`config.mk`:
```
export PLATFORM = sky130hd
export DESIGN_NAME = noc_input_port
export DESIGN_NICKNAME = d
export VERILOG_FILES = /design/src/rtl/noc_input_port.sv
export SDC_FILE = /design/constraint.sdc
export NUM_CORES = 1
export LEC_CHECK = 0
export ABC_AREA = 1
export BUFFER_PORTS_ARGS = -buffer_cell sky130_fd_sc_hd__buf_2
export CORE_ASPECT_RATIO = 1.2
export CORE_UTILIZATION = 45
export DETAILED_ROUTE_END_ITERATION = 10
export PLACE_DENSITY = 0.68
export SLEW_MARGIN = 30
export SYNTH_ARGS = -nofsm -noshare
export SYNTH_HDL_FRONTEND = slang
export SYNTH_SLANG_ARGS = --single-unit
```
`constraint.sdc`:
```
create_clock -name clk -period 1.55 [get_ports clk]
set_input_delay 0.0775 -clock clk [delete_from_list [all_inputs] [get_ports clk]]
set_output_delay 0.0775 -clock clk [all_outputs]
set_load 0.02 [all_outputs]
```
`src/rtl/noc_input_port.sv`:
```
// noc_input_port: per-direction input stage of a 5-port XY mesh router.
// Buffers upstream flits in a small FIFO, presents the head flit and its XY
// route code to the switch, and holds them until the switch grants.
//
// Ports:
//   clk       - clock, rising edge
//   rst       - asynchronous active-low reset
//   data_in   - flit from upstream
//   valid_in  - upstream write strobe (ignored while full)
//   full      - FIFO full, back-pressure to upstream
//   data_out  - head flit presented to the switch
//   request   - route code: 0 L, 1 N, 2 E, 3 S, 4 W, 7 none
//   grant     - switch grant for this port; pops the presented flit
//   count     - FIFO occupancy
module noc_input_port #(
  parameter int unsigned DATA_W = 8,
  parameter int unsigned DEPTH  = 4,
  parameter logic [1:0]  X_CUR  = 2'd1,
  parameter logic [1:0]  Y_CUR  = 2'd1
) (
  input  logic                     clk,
  input  logic                     rst,
  input  logic [DATA_W-1:0]        data_in,
  input  logic                     valid_in,
  output logic                     full,
  output logic [DATA_W-1:0]        data_out,
  output logic [2:0]               request,
  input  logic                     grant,
  output logic [$clog2(DEPTH):0]   count
);

  localparam int unsigned PtrW = $clog2(DEPTH);
  localparam int unsigned CntW = PtrW + 1;

  localparam logic [2:0] ReqL    = 3'd0;
  localparam logic [2:0] ReqN    = 3'd1;
  localparam logic [2:0] ReqE    = 3'd2;
  localparam logic [2:0] ReqS    = 3'd3;
  localparam logic [2:0] ReqW    = 3'd4;
  localparam logic [2:0] ReqNone = 3'd7;

  typedef enum logic {StIdle, StReq} state_e;

  // XY routing: X dimension resolved before Y.
  function automatic logic [2:0] route(input logic [1:0] dx, input logic [1:0] dy);
    logic [2:0] code;
    if (dx > X_CUR)      code = ReqE;
    else if (dx < X_CUR) code = ReqW;
    else if (dy > Y_CUR) code = ReqS;
    else if (dy < Y_CUR) code = ReqN;
    else                 code = ReqL;
    return code;
  endfunction

  logic [DATA_W-1:0] mem_q [DEPTH];
  logic [PtrW-1:0]   wr_ptr_q, rd_ptr_q, rd_ptr_nxt;
  logic [CntW-1:0]   count_q, count_d;
  logic              full_q, full_d;
  state_e            state_q, state_d;
  logic [DATA_W-1:0] data_out_q, data_out_d;
  logic [2:0]        request_q, request_d;
  logic              push, pop;
  logic [DATA_W-1:0] head, next_head;

  assign push       = valid_in & ~full_q;
  assign pop        = (state_q == StReq) & grant;
  assign rd_ptr_nxt = rd_ptr_q + PtrW'(1);
  assign head       = mem_q[rd_ptr_q];
  assign next_head  = mem_q[rd_ptr_nxt];

  always_comb begin
    count_d = count_q;
    unique case ({push, pop})
      2'b10:   count_d = count_q + CntW'(1);
      2'b01:   count_d = count_q - CntW'(1);
      default: count_d = count_q;
    endcase
    full_d = (count_d == CntW'(DEPTH));
  end

  // The next head is only taken from flits already stored before this edge;
  // a flit pushed on the edge that pops the last one is presented via IDLE.
  always_comb begin
    state_d    = state_q;
    data_out_d = data_out_q;
    request_d  = request_q;
    unique case (state_q)
      StIdle: begin
        request_d = ReqNone;
        if (count_q != '0) begin
          data_out_d = head;
          request_d  = route(head[7:6], head[5:4]);
          state_d    = StReq;
        end
      end
      StReq: begin
        if (grant) begin
          if (count_q > CntW'(1)) begin
            data_out_d = next_head;
            request_d  = route(next_head[7:6], next_head[5:4]);
          end else begin
            request_d = ReqNone;
            state_d   = StIdle;
          end
        end
      end
      default: begin
        request_d = ReqNone;
        state_d   = StIdle;
      end
    endcase
  end

  always_ff @(posedge clk or negedge rst) begin
    if (!rst) begin
      wr_ptr_q   <= '0;
      rd_ptr_q   <= '0;
      count_q    <= '0;
      full_q     <= 1'b0;
      state_q    <= StIdle;
      data_out_q <= '0;
      request_q  <= ReqNone;
    end else begin
      if (push) wr_ptr_q <= wr_ptr_q + PtrW'(1);
      if (pop)  rd_ptr_q <= rd_ptr_nxt;
      count_q    <= count_d;
      full_q     <= full_d;
      state_q    <= state_d;
      data_out_q <= data_out_d;
      request_q  <= request_d;
    end
  end

  // Storage needs no reset; occupancy tracking makes stale entries invisible.
  always_ff @(posedge clk) begin
    if (push) mem_q[wr_ptr_q] <= data_in;
  end

  assign full     = full_q;
  assign data_out = data_out_q;
  assign request  = request_q;
  assign count    = count_q;

endmodule
```
==> results.tsv <==
metric	value	unit
status	completed	
vias	2075	
reg2reg_setup_slack	0.1	ns
clkTransAtPathRegs	0.08	ns
slowest_stage	dfrtp_1	
synthDistinctLibCells	30	
ys_async_sr_fraction	38.5	%
fin_nets	369	
clock_tree.root_cell	clkbuf_8	
slew_headroom	69.9	%
start_util	46.9	%
dp_worst_setup_slack	0.0719	ns
first_pass_iters	4	
hpwl	4.00	mm
cpPeakStageDelay	0.42	ns
n_antenna_cell	0	
routed_wl	5.38	mm
hold_violations	0	
synth_area_leaders	edfxtp_1, dfrtp_1, nand2_1, ha_1, inv_1	
yosysTopAreaCell	edfxtp_1	
post_drt_wl_per_cell	12.6	um
clock-sinks	52	
synth_nets	318	
fillers	526	
worstMarginPinSlew	0.452	ns
clockPowerShare	14.3	%
synth-edff-count	32	
num_rows	30	
setup_ws	0.0969	ns
drc_errors	0	
p_int	3.58	mW
yosys.area.top_type_share	35.9	%
worstSetupPathType	register to register	
clock-skew-final	0.00489	ns
port_buffers	26	
ant_nets	0	
yosysSeqAreaShare	54.8	%
hp-class	input port to register	
clock_latency	0.30	ns
yosysWarnings	0	
critPathArrivalTime	1.67	ns
path_delay_family	flip-flops	
cts_tree	done	
cts_buffers	5	
synth_common_cells	nand2_1, edfxtp_1, inv_1	
holdWs	0.113	ns
endpoint_kind	register	
power_density	1970	nW/um2
gp_congestion	0.844	
cp_num_buf_inv	2	
ctsLongestPathBuffers	2	
leakage	1.50	nW
worst-path-max-fanout	5	
track_usage	19.0	%
htree_levels	2	
period_share	93.7	%
period_needed	1.45	ns
grt_pass1_wl	9.07	mm
grt_antenna_before_repair	0	
power.switching	2.72	mW
core-area	5710	um2
grt_overflow	0	
drt_iter0_drc	97	
pwr-share-seq	34.4	%
grt_max_degree	21	
setup_viol	0	
synth_top_flop_cell	edfxtp_1	
critPathLaunchType	register	
dieArea	6260	um2
rsz0062_at_grt	true	
pwr-share-comb	51.3	%
die_h	86.5	um
synth.most_common_cell	nand2_1	
worst_ep_required_time	1.77	ns
fp.dieW	72.4	um
path_cells	nor2_4 > inv_1 > ha_1 > inv_1 > o211ai_1 > o21ai_0 > nor3_1	
ir_worst_vdd	0.712	mV
io_pins	27	
path_common_cell	inv_1	
grt_pass1_vias	1931	
drv_slew	0	
postSynthCellCount	296	
fmax	688	MHz
maxCapViolations	0	
netlist_area	2680	um2
synth.ff_latch_count	52	
postSynthAreaPerCell	9.04	um2
p_sw_share	43.2	%
areaGrowthSynthToFinish	19.4	%
drive_gt1_share	19.5	%
via_per_inst	4.85	
[logic make-up (layout without fill, tap and decap cells)]
| group | count (synthesis) | in the layout | synth area share (%) |
|---|---|---|---|
| and+or+nand+nor | 137 | 137 | 21.3 |
| xor gates and xnor gates | 2 | 2 | 0.655 |
| AOI/OAI and AO/OA | 52 | 52 | 11.3 |
| adders and majority gates | 10 | 10 | 4.68 |
| DFF | 52 | 52 | 54.8 |
| buffers and inverters | 43 | 95 | 7.25 |
[cell usage in the layout (no fill, tap or decap), types with 2 or more instances in the layout]
cell type,netlist,final
nand2_1,103,103
edfxtp_1,32,32
inv_1,31,29
buf_2,3,26
o21ai_0,21,20
dfrtp_1,17,17
buf_4,1,15
nor2_1,15,14
a21oi_1,12,12
o211ai_1,11,11
nand3_1,11,11
ha_1,10,10
dlygate4sd3_1,0,9
o21ai_1,4,5
clkbuf_8,0,5
inv_2,3,3
inv_4,1,3
dfstp_2,3,3
nand2_2,2,2
xor2_1,2,2
[power groups by stage]
stage | Sequential, mW | Clock (mW) | Combinational [mW]
after floorplan | 2.39 | 0 | 2.09
after global placement | 2.17 | 0 | 3.10
after detailed placement | 2.18 | 0 | 3.14
after CTS | 2.15 | 0.938 | 3.18
after global routing | 2.21 | 0.984 | 3.68
final | 2.17 | 0.901 | 3.23
[registers in the layout (all words and copies together) (netlist names)]
register	count
mem_q	32
data_out	8
count	3
request	3
rd_ptr_q	2
wr_ptr_q	2
full	1
state_q	1
[timing repair]
action                                  CTS  global route
hold buffers                              9             0
endpoints found under the setup margin    0             4
endpoints found under the hold margin    49             0
gates resized for setup                   0             9
setup buffers                             0             1
[per-layer routing]
layer	wire, um	GRT usage (%)
met5	0	0
met4	64	6.77
met3	175	2.91
met2	2670	32.1
met1	2470	24.7
[worst min-delay path: cells and delay by family]
kind	cells	cell delay, ns
buf+inv	2	0.16
simple gates	2	0.13
[area by class of cell]
| cell class | instances | area (um2) | area share [%] |
|---|---|---|---|
| Clock inverter | 2 | 35.0 | 1.10 |
| Inverter | 35 | 139 | 4.35 |
| Tap cell | 80 | 100 | 3.13 |
| Clock buffer | 6 | 72.6 | 2.27 |
| Timing Repair Buffer | 52 | 359 | 11.2 |
| Sequential cell | 52 | 1470 | 45.9 |
| Multi-Input combinational cell | 201 | 1020 | 32.0 |
[stage by stage]
step           power (mW)  instance area [um2]  setup TNS (ns)  cells  utilization, %
2_1_floorplan        4.48                 2680               0    296               -
3_3_place_gp         5.27                 2970               0    410            52.1
3_5_place_dp         5.32                 2970               0    410            52.1
4_1_cts              6.27                 3170               0    427            55.6
5_1_grt              6.88                 3190         -0.0262    428            56.0
6_report             6.30                 3190               0    428            56.0
[final timing paths]
| kind | start | to | depth (start not counted) |
|---|---|---|---|
| max in group asynchronous | rst | request[0] | 2 |
| min in group asynchronous | rst | data_out[4] | 2 |
| worst min register to register | data_out[4] | data_out[4] | 2 |
| worst min-delay path | grant | state_q | 4 |
| worst max-delay path | full | full | 7 |
| worst max register to register | full | full | 7 |
Note: power is estimated with default switching activity, not from simulation.
